[config.mk]
export PLATFORM = sky130hd
export DESIGN_NAME = fifo_arbiter
export DESIGN_NICKNAME = d
export VERILOG_FILES = /design/src/rtl/fifo_arbiter.sv
export SDC_FILE = /design/constraint.sdc
export NUM_CORES = 1
export LEC_CHECK = 0
export BUFFER_PORTS_ARGS = -buffer_cell sky130_fd_sc_hd__buf_2
export CAP_MARGIN = 25
export CORE_ASPECT_RATIO = 0.7
export CORE_MARGIN = 4
export CORE_UTILIZATION = 34
export CTS_CLUSTER_DIAMETER = 60
export DETAILED_ROUTE_END_ITERATION = 6
export PLACE_DENSITY = 0.77
export SLEW_MARGIN = 5
export SYNTH_ARGS = -nofsm -noshare
export SYNTH_HDL_FRONTEND = slang
export SYNTH_SLANG_ARGS = --single-unit
[constraint.sdc]
create_clock -name clk_i -period 1.61 [get_ports clk_i]
set_clock_uncertainty 0.05 [all_clocks]
set_input_delay 0.2415 -clock clk_i [delete_from_list [all_inputs] [get_ports clk_i]]
set_output_delay 0.2415 -clock clk_i [all_outputs]
set_load 0.01 [all_outputs]
[src/rtl/fifo_arbiter.sv]
// Round-robin arbiter that lets NREQ producers share one FIFO write port, with bursts of up to BURST beats.
// Define FIFO_ARB_PRIO_EN to make requester 0 win every arbitration in which it is valid.
module fifo_arbiter #(
  parameter int NREQ  = 4,
  parameter int WIDTH = 16,
  parameter int BURST = 4
) (
  input  logic                    clk_i,
  input  logic                    rst_n,
  input  logic [NREQ-1:0]         req_valid_i,
  input  logic [NREQ*WIDTH-1:0]   req_data_i,
  output logic [NREQ-1:0]         req_ready_o,
  input  logic                    fifo_full_i,
  output logic                    fifo_wr_en_o,
  output logic [WIDTH-1:0]        fifo_din_o,
  output logic [NREQ-1:0]         grant_o,
  output logic                    busy_o
);

  // state | meaning
  // IDLE  | no owner; pick the next requester (one bubble cycle)
  // GRANT | owner streams beats until BURST beats, valid drop, or reset

  localparam int IW = (NREQ > 1) ? $clog2(NREQ) : 1;
  localparam int CW = $clog2(BURST + 1);

  typedef enum logic {IDLE, GRANT} state_e;

  state_e          state_q, state_d;
  logic [IW-1:0]   owner_q, owner_d;
  logic [IW-1:0]   last_q, last_d;
  logic [CW-1:0]   cnt_q, cnt_d;
  logic [IW-1:0]   pick;
  logic            found;
  logic            own_valid;
  logic [NREQ-1:0] grant_oh;

  // First valid requester after last_q, wrapping.
  always_comb begin
    pick  = last_q;
    found = 1'b0;
    for (int k = 1; k <= NREQ; k++) begin
      if (!found && req_valid_i[IW'((int'(last_q) + k) % NREQ)]) begin
        found = 1'b1;
        pick  = IW'((int'(last_q) + k) % NREQ);
      end
    end
`ifdef FIFO_ARB_PRIO_EN
    if (req_valid_i[0]) pick = '0;
`endif
  end

  assign own_valid = req_valid_i[owner_q];
  assign grant_oh  = NREQ'(1) << owner_q;

  always_comb begin
    state_d      = state_q;
    owner_d      = owner_q;
    last_d       = last_q;
    cnt_d        = cnt_q;
    grant_o      = '0;
    req_ready_o  = '0;
    fifo_wr_en_o = 1'b0;
    fifo_din_o   = '0;
    busy_o       = 1'b0;
    case (state_q)
      IDLE: begin
        if (|req_valid_i) begin
          owner_d = pick;
          cnt_d   = '0;
          state_d = GRANT;
        end
      end
      GRANT: begin
        busy_o       = 1'b1;
        grant_o      = grant_oh;
        req_ready_o  = fifo_full_i ? '0 : grant_oh;
        fifo_wr_en_o = own_valid & !fifo_full_i;
        fifo_din_o   = req_data_i[int'(owner_q)*WIDTH +: WIDTH];
        if (!own_valid) begin
          state_d = IDLE;
          last_d  = owner_q;
          cnt_d   = '0;
        end else if (!fifo_full_i) begin
          if (cnt_q == CW'(BURST - 1)) begin
            state_d = IDLE;
            last_d  = owner_q;
            cnt_d   = '0;
          end else begin
            cnt_d = cnt_q + 1'b1;
          end
        end
      end
      default: state_d = IDLE;
    endcase
    // Reset is synchronous, so suppress outputs combinationally to avoid a write in the reset cycle.
    if (!rst_n) begin
      grant_o      = '0;
      req_ready_o  = '0;
      fifo_wr_en_o = 1'b0;
      fifo_din_o   = '0;
      busy_o       = 1'b0;
    end
  end

  always_ff @(posedge clk_i) begin
    if (!rst_n) begin
      state_q <= IDLE;
      owner_q <= '0;
      last_q  <= IW'(NREQ - 1);
      cnt_q   <= '0;
    end else begin
      state_q <= state_d;
      owner_q <= owner_d;
      last_q  <= last_d;
      cnt_q   <= cnt_d;
    end
  end

endmodule
==> out/results.ini, run 1 <==
[status]
run_status = finished, violations left
violations = setup timing

[setup_path]
critPathArrivalTime_ns = 1.54
crit_type = flop to primary output
crit_chain = buf_12, mux4_2, nor2b_1, buf_2
critPathBufInv = 2
crit_fanout = 10
slowest_delay_ns = 0.49
r2r_setup_slack_ns = -0.03
cp_slowest_cell = mux4_2
path_delay_family = multiplexers
critPathCaptureType = primary output
crit_path_start_kind = flop
critPathRequiredTime_ns = 1.32

[yosys]
synth_cells = 109
synth.area.mux_share_pct = 39.98
syn_avg_cell_area_um2 = 9.792
synth_top_family_by_area = multiplexers
yosys.area.top_type = mux4_2
synth_common_cells = 19 x nor2b_1, 16 x mux4_2, 10 x nand2_1
synth_area_leaders = mux4_2 34%, dfxtp_1 15%, nor2b_1 11%
synth.most_common_cell = nor2b_1
synth_warnings = 0
synth_seq_cells = 8
ys_types = 33
async_flop_share_pct = 0
synth-compound-area-share_pct = 10.67
yosysSeqAreaShare_pct = 15.01
synth-edff-count = 0
yosysTopAreaCellShare_pct = 33.76
synth_simple_gate_area_share_pct = 28.02
synth-adder-area-share_pct = 1.172
syn-num-nets = 181
synth_area_um2 = 1067
synthFlopType = dfxtp_1
synthXorXnorAreaFrac_pct = 0

[die]
pin_count = 97
initial_core_util_pct = 36.77
die-area_um2 = 4114
core_um2 = 2903
row_count = 16
die_w_um = 74.97
fp.dieH_um = 54.88

[timing]
max_freq_mhz = 546.9
tightest_slew_ns = 0.3594
maxSlewHeadroom_pct = 75.74
maxSlewViolCount = 0
fin_crit_ns = 1.829
fin_ws_ns = -0.2186
finalSetupTns_ns = -3.446
rsz0062_at_grt = yes
timing.hold.ws_ns = 0.3263
finalCritPeriodShare_pct = 113.6
hold_viol_final = 0
setup_viol = 20

[global_route]
track_usage_pct = 17.12
grt_pass1_wl_mm = 5.223
gr-total-overflow = 0
grt_start_max_net_pins = 27
grt_pass1_vias = 1119
antenna_found_initial = 0

[placement]
port_buffers = 96
gp_congestion = 0.8520
hpwl_mm = 3.295

[cells_and_area]
antenna_cells = 0
multi_input_area_um2 = 875.8
syn_to_final_growth_pct = 69.17
register_area_um2 = 170.2
fillers = 257
num-nets-final = 293
drive_gt1_share_pct = 67.58

[routing]
via_per_inst = 5.200
routed_wirelength_mm = 4.047
vias = 1326
drt-wirelength-per-cell_um = 15.87
drc = 0
drt_pre_antenna_iters = 4
drt_iter0_drc = 74
ant_nets = 0

[power_and_ir_drop]
p_leak_nw = 0.8809
p_total_w = 0.001082
p_per_area_nw_per_um2 = 599.3
ir_drop_mv = 0.3005

[clocking]
cts_max_level = 1
cts_buffers = 3
numClockSinks = 8
clock-root-buffer = clkbuf_8
cts.clk_slew.worst_paths_ns = 0.04
clk_latency_ns = 0.23
cts_tree = done
cts_buffer_depth = 2

[job]
cap_violations = 0

[worst_hold_path]
hold_path.class = input pin to flop

[metrics by stage]
| step | utilization [%] | area (um^2) | std cells | setup WS, ns |
|---|---|---|---|---|
| finish | 62.20 | 1805 | 255 | -0.2186 |
| CTS | 60.17 | 1747 | 252 | -0.2334 |
| global placement | 57.50 | 1669 | 248 | -0.1003 |
| detailed placement | 57.50 | 1669 | 248 | -0.1347 |
| floorplan | - | 1071 | 109 | 0.01513 |
| global route | 62.20 | 1805 | 255 | -0.2745 |
[where the power goes]
group	internal [W]	total, W	switching, W
clock	0.000162	0.000241	0.0000787
combinational	0.000363	0.000593	0.000230
sequential	0.000220	0.000248	0.0000285
total	0.000745	0.00108	0.000337
[routing by layer]
metal | GRT usage [%] | routed length, um | vias up
li1 | - | - | 640
met1 | 23.25 | 1638 | 637
met2 | 28.90 | 2154 | 47
met3 | 2.752 | 233 | 2
met4 | 3.550 | 21 | 0
met5 | 0 | 0 | -
[registers in the layout, summed over array words and instances (netlist names)]
name and count:
cnt_q 3, last_q 2, owner_q 2, state_q 1
[placed cells by master, fill, tap and decap left out, types with 4 or more instances in the layout]
cell,n
nor3_1,4
nand2_1,9
buf_2,96
nor2_1,6
mux2i_1,4
nor2b_1,19
dfxtp_1,4
buf_4,15
mux4_2,17
[worst reg2reg max path: stages (launching register included)]
cell	delay, ns
dfxtp_4	0.38
mux4_2	0.53
buf_6	0.14
a21boi_4	0.17
mux2i_1	0.19
nand2_1	0.06
[path summary, 6_finish.rpt]
kind,from,endpoint,cells after the start
setup / recovery,owner_q[0]$_SDFFE_PN0P_,fifo_din_o[10],4
hold / removal,rst_n,last_q[0]$_SDFFE_PN1P_,3
setup reg to reg,owner_q[0]$_SDFFE_PN0P_,last_q[0]$_SDFFE_PN1P_,5
hold reg to reg,cnt_q[2]$_SDFFE_PN0P_,cnt_q[2]$_SDFFE_PN0P_,2
[area by class of cell]
class | instances | area share [%]
clock buffer | 3 | 2.287
inverter | 3 | 0.6237
multi-input combinational | 89 | 48.51
sequential | 8 | 9.425
tap | 36 | 2.495
timing repair buffer | 116 | 36.66
[cell families after synthesis]
kind of cell	Yosys count
multiplexers	21
AND/OR/NAND/NOR	53
AO/OA/AOI/OAI	14
buffers and inverters	12
adder cells (fa/ha/maj)	1
flip-flops	8
[repair_timing]
item,CTS,global route
setup buffers,1,3
pin swaps,1,3
hold buffers,0,0
resized for setup,10,10
endpoints found under the setup margin,26,28
Note: power is estimated with default switching activity, not from simulation.
==> run 2, diff against run 1 <==
--- a/config.mk
+++ b/config.mk
@@ -7,12 +7,12 @@
 export LEC_CHECK = 0
 export BUFFER_PORTS_ARGS = -buffer_cell sky130_fd_sc_hd__buf_2
 export CAP_MARGIN = 25
-export CORE_ASPECT_RATIO = 0.7
 export CORE_MARGIN = 4
 export CORE_UTILIZATION = 34
 export CTS_CLUSTER_DIAMETER = 60
 export DETAILED_ROUTE_END_ITERATION = 6
 export PLACE_DENSITY = 0.77
+export REMOVE_ABC_BUFFERS = 1
 export SLEW_MARGIN = 5
 export SYNTH_ARGS = -nofsm -noshare
 export SYNTH_HDL_FRONTEND = slang
==> run 2 against run 1 <==
Compared with the run above:
- the run still ends with setup timing left
- sequential power about the same
- highest routed layer unchanged
- first-iteration DRC count decreased by 1.4%
- maximum frequency shrank 3.1%
- register-to-register slack lost 0.18 ns
- worst hold slack got worse by 0.053 ns
- final cell count rose by 0.78%
==> out/results.ini, run 2 (same netlist as run 1, synthesis figures left out) <==
[status]
run_status = finished, violations left  ; unchanged
violations = setup timing  ; unchanged

[worst_hold_path]
hold_path.class = input pin to flop  ; unchanged
min_to = last_q[0]$_SDFFE_PN1P_  ; unchanged
hp-start = rst_n  ; unchanged
whs_path_depth = 3  ; unchanged

[global_route]
gr-total-overflow = 0  ; unchanged
antenna_found_initial = 0  ; unchanged
grt_pass1_vias = 1332  ; was 1119
track_usage_pct = 18.10  ; was 17.12%
grt_pass1_wl_mm = 5.927  ; was 5.223 mm
grt_start_max_net_pins = 26  ; was 27

[clocking]
cts_buffers = 3  ; unchanged
clk_latency_ns = 0.27  ; was 0.23 ns
cts_tree = done  ; unchanged
cts_hold_buf = 0  ; unchanged
cts.clk_slew.worst_paths_ns = 0.06  ; was 0.04 ns
clock-root-buffer = clkbuf_4  ; was clkbuf_8
cts_buffer_depth = 2  ; unchanged
numClockSinks = 8  ; unchanged
cts_max_level = 1  ; unchanged

[cells_and_area]
final_cell_mix = 96 x buf_2, 19 x nor2b_1, 17 x mux4_2, 10 x nand2_1, 9 x buf_4  ; was 96 x buf_2, 19 x nor2b_1, 17 x mux4_2, 15 x buf_4, 9 x nand2_1
antenna_cells = 0  ; unchanged
reg.largest.list = cnt_q: 3 flops, last_q: 2 flops, owner_q: 2 flops  ; unchanged
largest_register_ffs = 3  ; unchanged
layout_commonest_cell = buf_2  ; unchanged
final_util_pct = 58.31  ; was 62.20%
syn_to_final_growth_pct = 65.42  ; was 69.17%
num-nets-final = 287  ; was 293
fin_area_um2 = 1765  ; was 1805 um^2
drive_gt1_share_pct = 64.79  ; was 67.58%
top_register = cnt_q  ; unchanged

[placement]
dpl_cell_area_um2 = 1679  ; was 1669 um^2
gp_congestion = 0.7287  ; was 0.8520
port_buffers = 96  ; unchanged
hpwl_mm = 3.039  ; was 3.295 mm

[timing]
finalCritPeriodShare_pct = 117.2  ; was 113.6%
timing.hold.ws_ns = 0.2737  ; was 0.3263 ns
maxSlewHeadroom_pct = 79.02  ; was 75.74%
tightest_slew_ns = 0.3108  ; was 0.3594 ns
fin_crit_ns = 1.887  ; was 1.829 ns
setup_viol = 25  ; was 20
max_freq_mhz = 529.8  ; was 546.9 MHz
fin_ws_ns = -0.2774  ; was -0.2186 ns
rsz0062_at_grt = yes  ; unchanged
hold_viol_final = 0  ; unchanged
finalSetupTns_ns = -5.040  ; was -3.446 ns
maxSlewViolCount = 0  ; unchanged

[setup_path]
critPathRequiredTime_ns = 1.32  ; about the same
crit_path_start_kind = flop  ; unchanged
r2r-end = cnt_q[1]$_SDFFE_PN0P_  ; was last_q[0]$_SDFFE_PN1P_
rr_worst_depth = 6  ; was 5
critPathArrivalTime_ns = 1.60  ; was 1.54 ns
critical_path.startpoint = owner_q[0]$_SDFFE_PN0P_  ; unchanged
crit_fanout = 11  ; was 10
r2r_start = owner_q[0]$_SDFFE_PN0P_  ; unchanged
critPathCaptureType = primary output  ; unchanged
r2r_setup_slack_ns = -0.21  ; was -0.03 ns
crit_type = flop to primary output  ; unchanged

[die]
die-area_um2 = 4099  ; was 4114 um^2
row_count = 20  ; was 16
pin_count = 97  ; unchanged
die_w_um = 64.03  ; was 74.97 um
initial_core_util_pct = 35.25  ; was 36.77%
core_um2 = 3028  ; was 2903 um^2
fp.dieH_um = 64.03  ; was 54.88 um

[routing]
via_per_inst = 5.023  ; was 5.200
drt_iter0_drc = 73  ; was 74
drt-wirelength-per-cell_um = 13.98  ; was 15.87 um
drt_pre_antenna_iters = 4  ; unchanged
ant_nets = 0  ; unchanged
vias = 1291  ; was 1326
drc = 0  ; unchanged
routed_wirelength_mm = 3.592  ; was 4.047 mm

[power_and_ir_drop]
p_per_area_nw_per_um2 = 554.7  ; was 599.3 nW/um^2
p_leak_nw = 0.8529  ; was 0.8809 nW
p_total_w = 0.0009793  ; was 0.001082 W
ir_drop_mv = 0.3387  ; was 0.3005 mV

[job]
cap_violations = 0  ; unchanged

run 2: cell count changes in the layout (fill, tap and decap cells not counted), sizes merged:
cell / before / now
buf: 116 / 110
run 2: worst max-delay path by stage:
stage / slack, ns / endpoint / depth (start not counted)
4_1_cts: -0.29 / fifo_din_o[6] / 4
6_report: -0.28 / fifo_din_o[6] / 4
3_5_place_dp: -0.12 / cnt_q[1]$_SDFFE_PN0P_ / 5
2_1_floorplan: -0.67 / cnt_q[0]$_SDFFE_PN0P_ / 4
5_1_grt: -0.33 / fifo_din_o[6] / 4
3_3_place_gp: -0.08 / cnt_q[1]$_SDFFE_PN0P_ / 5
run 2: what timing repair did:
item	in CTS	in global routing
gates cloned	1	0
buffers inserted	2	0
gates resized for setup	4	5
setup endpoints to repair	22	28
pin swaps	1	0
run 2: power by group:
part	switching, W	leakage, nW	total, W	internal (W)
Sequential	0.0000284	0.0669	0.000246	0.000218
Clock	0.0000818	0.0138	0.000168	0.0000862
Combinational	0.000213	0.772	0.000565	0.000352
Total	0.000323	0.853	0.000979	0.000657
run 2: worst max-delay path: stages, from the launching register on:
cell	delay (ns)
dfxtp_4	0.39
buf_12	0.15
mux4_2	0.50
nor2b_1	0.14
buf_2	0.13
run 2: layer usage:
| metal | up-vias | share of wire [%] | GRT usage (%) |
|---|---|---|---|
| met2 | 57 | 56 | 36.13 |
| met1 | 604 | 36 | 19.78 |
| met3 | 2 | 7.9 | 2.285 |
| li1 | 628 | - | - |
| met5 | - | 0 | 0 |
| met4 | 0 | 0.70 | 4.043 |
run 2: through the flow:
step | worst slack [ns] | cells
floorplan | -0.6700 | 100
global placement | -0.07758 | 251
detailed placement | -0.1154 | 251
CTS | -0.2926 | 257
global route | -0.3280 | 257
finish | -0.2774 | 257
run 2: cell type report:
| class | count | area [um^2] |
|---|---|---|
| multi-input cells | 89 | 863.3 |
| well taps | 44 | 55.05 |
| repair buffers | 110 | 646.9 |
| fillers | 286 | 1262 |
| flip-flops and latches | 8 | 166.4 |
| inverters | 3 | 11.26 |
| clock buffers | 3 | 22.52 |
==> run 3, diff against run 2 <==
--- a/config.mk
+++ b/config.mk
@@ -7,11 +7,12 @@
 export LEC_CHECK = 0
 export BUFFER_PORTS_ARGS = -buffer_cell sky130_fd_sc_hd__buf_2
 export CAP_MARGIN = 25
+export CORE_ASPECT_RATIO = 1.5
 export CORE_MARGIN = 4
-export CORE_UTILIZATION = 34
+export CORE_UTILIZATION = 37
 export CTS_CLUSTER_DIAMETER = 60
 export DETAILED_ROUTE_END_ITERATION = 6
-export PLACE_DENSITY = 0.77
+export PLACE_DENSITY = 0.8
 export REMOVE_ABC_BUFFERS = 1
 export SLEW_MARGIN = 5
 export SYNTH_ARGS = -nofsm -noshare
==> constraint.sdc (replaced) <==
create_clock -name clk_i -period 2 [get_ports clk_i]
set_clock_uncertainty 0.05 [all_clocks]
set_input_delay 0.3 -clock clk_i [delete_from_list [all_inputs] [get_ports clk_i]]
set_output_delay 0.3 -clock clk_i [all_outputs]
set_load 0.01 [all_outputs]
==> run 3 against run 2 <==
Compared with the run above:
- power fell by 17%
- setup slack improved by 0.36 ns
- global-route usage fell by 0.73 points
- core utilization rose by 3.0 points
- worst hold slack improved by 0.025 ns
- largest cell class unchanged
- cell area fell by 5.0%
- register-to-register slack improved by 0.50 ns
- combinational power fell by 26%
- largest power group unchanged
- sequential power fell by 20%
- the run now ends clean
==> out/results.ini, run 3 (same netlist as run 1, synthesis figures left out) <==
[timing]
setup_viol = 0  ; was 25
rsz0062_at_grt = no  ; was yes
fin_ws_ns = 0.07950  ; was -0.2774 ns
maxSlewHeadroom_pct = 80.52  ; was 79.02%
finalSetupTns_ns = 0  ; was -5.040 ns
hold_viol_final = 0  ; unchanged
max_freq_mhz = 520.7
fin_crit_ns = 1.921
maxSlewViolCount = 0  ; unchanged
finalCritPeriodShare_pct = 96.03
tightest_slew_ns = 0.2886  ; was 0.3108 ns
timing.hold.ws_ns = 0.2990  ; was 0.2737 ns

[clocking]
cts.clk_slew.worst_paths_ns = 0.04  ; was 0.06 ns
cts_buffer_depth = 2  ; unchanged
clk_latency_ns = 0.23  ; was 0.27 ns
clock-root-buffer = clkbuf_8  ; was clkbuf_4
cts_hold_buf = 0  ; unchanged
numClockSinks = 8  ; unchanged
cts_tree = done  ; unchanged
cts_max_level = 1  ; unchanged
cts_buffers = 3  ; unchanged
postCtsSetupBuffers = 0  ; was 2

[routing]
routed_wirelength_mm = 3.717  ; was 3.592 mm
drt_iter0_drc = 18  ; was 73
drt-wirelength-per-cell_um = 15.42  ; was 13.98 um
drt_pre_antenna_iters = 4  ; unchanged
drc = 0  ; unchanged
ant_nets = 0  ; unchanged
via_per_inst = 5.220  ; was 5.023
vias = 1258  ; was 1291

[global_route]
track_usage_pct = 17.37  ; was 18.10%
gr-total-overflow = 0  ; unchanged
grt_start_max_net_pins = 24  ; was 26
antenna_found_initial = 0  ; unchanged
grt_pass1_wl_mm = 5.071  ; was 5.927 mm
grt_pass1_vias = 1232  ; was 1332

[cells_and_area]
syn_to_final_growth_pct = 57.09  ; was 65.42%
fillers = 246  ; was 286
antenna_cells = 0  ; unchanged
register_area_um2 = 163.9  ; was 166.4 um^2
largest_register_ffs = 3  ; unchanged
multi_input_area_um2 = 848.3  ; was 863.3 um^2
final_cell_mix = 96 x buf_2, 19 x nor2b_1, 17 x mux4_2, 10 x nand2_1, 7 x dfxtp_1  ; was 96 x buf_2, 19 x nor2b_1, 17 x mux4_2, 10 x nand2_1, 9 x buf_4
fin_area_um2 = 1677  ; was 1765 um^2
drive_gt1_share_pct = 61.76  ; was 64.79%
num-nets-final = 278  ; was 287
layout.cells.non_filler = 241  ; was 257
reg.largest.list = cnt_q: 3 flops, last_q: 2 flops, owner_q: 2 flops  ; unchanged
top_register = cnt_q  ; unchanged
layout_commonest_cell = buf_2  ; unchanged

[die]
pin_count = 97  ; unchanged
die-area_um2 = 3825  ; was 4099 um^2
initial_core_util_pct = 39.04  ; was 35.25%
core_um2 = 2734  ; was 3028 um^2
die_w_um = 51.85  ; was 64.03 um
row_count = 23  ; was 20
fp.dieH_um = 73.78  ; was 64.03 um

[placement]
hpwl_mm = 2.933  ; was 3.039 mm
dp.cells = 236  ; was 251
port_buffers = 96  ; unchanged
dpl_cell_area_um2 = 1585  ; was 1679 um^2
gp_congestion = 0.8742  ; was 0.7287
dp_slack_ns = 0.1684  ; was -0.1154 ns

[job]
cap_violations = 0  ; unchanged

[status]
run_status = finished, final reports clean  ; was finished, violations left

[setup_path]
crit_type = flop to primary output  ; unchanged
crit_fanout = 10  ; was 11
critPathArrivalTime_ns = 1.57  ; was 1.60 ns
crit_path_start_kind = flop  ; unchanged
critPathCaptureType = primary output  ; unchanged
critPathRequiredTime_ns = 1.65  ; was 1.32 ns

[power_and_ir_drop]
ir_drop_mv = 0.2916  ; was 0.3387 mV
p_per_area_nw_per_um2 = 483.7  ; was 554.7 nW/um^2
p_leak_nw = 0.8042  ; was 0.8529 nW

[worst_hold_path]
hold_path.class = input pin to flop  ; unchanged

[run 3: cell types whose count changed in the layout (fill, tap and decap cells not counted), moves of 2 or more]
cell and change:
buf_4 -7, clkbuf_4 -3, clkbuf_8 +3, buf_12 -2, clkbuf_16 +2, dfxtp_1 +2, dfxtp_2 -2
[run 3: area by class of cell]
cell class	count	share of cell area, %
clock buffers	3	2.463
inverters	3	0.6716
multi-input cells	89	50.60
flip-flops and latches	8	9.776
well taps	37	2.761
repair buffers	101	33.73
[run 3: final timing paths]
| path | to | cells past startpoint | startpoint | slack [ns] |
|---|---|---|---|---|
| max | fifo_din_o[14] | 4 | owner_q[0]$_SDFFE_PN0P_ | 0.08 |
| min | last_q[0]$_SDFFE_PN1P_ | 2 | rst_n | 0.30 |
| max reg2reg | last_q[0]$_SDFFE_PN1P_ | 5 | cnt_q[1]$_SDFFE_PN0P_ | 0.29 |
| min reg2reg | cnt_q[2]$_SDFFE_PN0P_ | 2 | cnt_q[2]$_SDFFE_PN0P_ | 0.39 |
[run 3: power breakdown]
group          switching (W)  total (W)  internal, W
Clock              0.0000648   0.000195     0.000130
Sequential         0.0000229   0.000198     0.000175
Combinational       0.000164   0.000417     0.000253
[run 3: metrics by stage]
step / total power, W / utilization, %
detailed placement: 0.0005893 / 57.99
global placement: 0.0005804 / 57.99
CTS: 0.0007883 / 59.63
global route: 0.0008590 / 61.33
floorplan: 0.0004380 / -
finish: 0.0008109 / 61.33
[run 3: metal layers]
layer	up-vias	routed length [um]	GRT usage, %
li1	609	-	-
met1	568	1188	14.18
met2	75	1954	33.99
met3	6	521	7.911
met4	0	53	6.997
met5	-	0	0
[run 3: critical path: stages (launching register included)]
cell	delay (ns)
dfxtp_4	0.41
clkbuf_16	0.18
mux4_2	0.48
nor2b_1	0.14
buf_2	0.14
[run 3: what timing repair did]
action | in CTS | in global routing
endpoints found under the hold margin | 0 | 0
gates cloned | 0 | 2
setup endpoints to repair | 16 | 2
gates resized for setup | 2 | 1
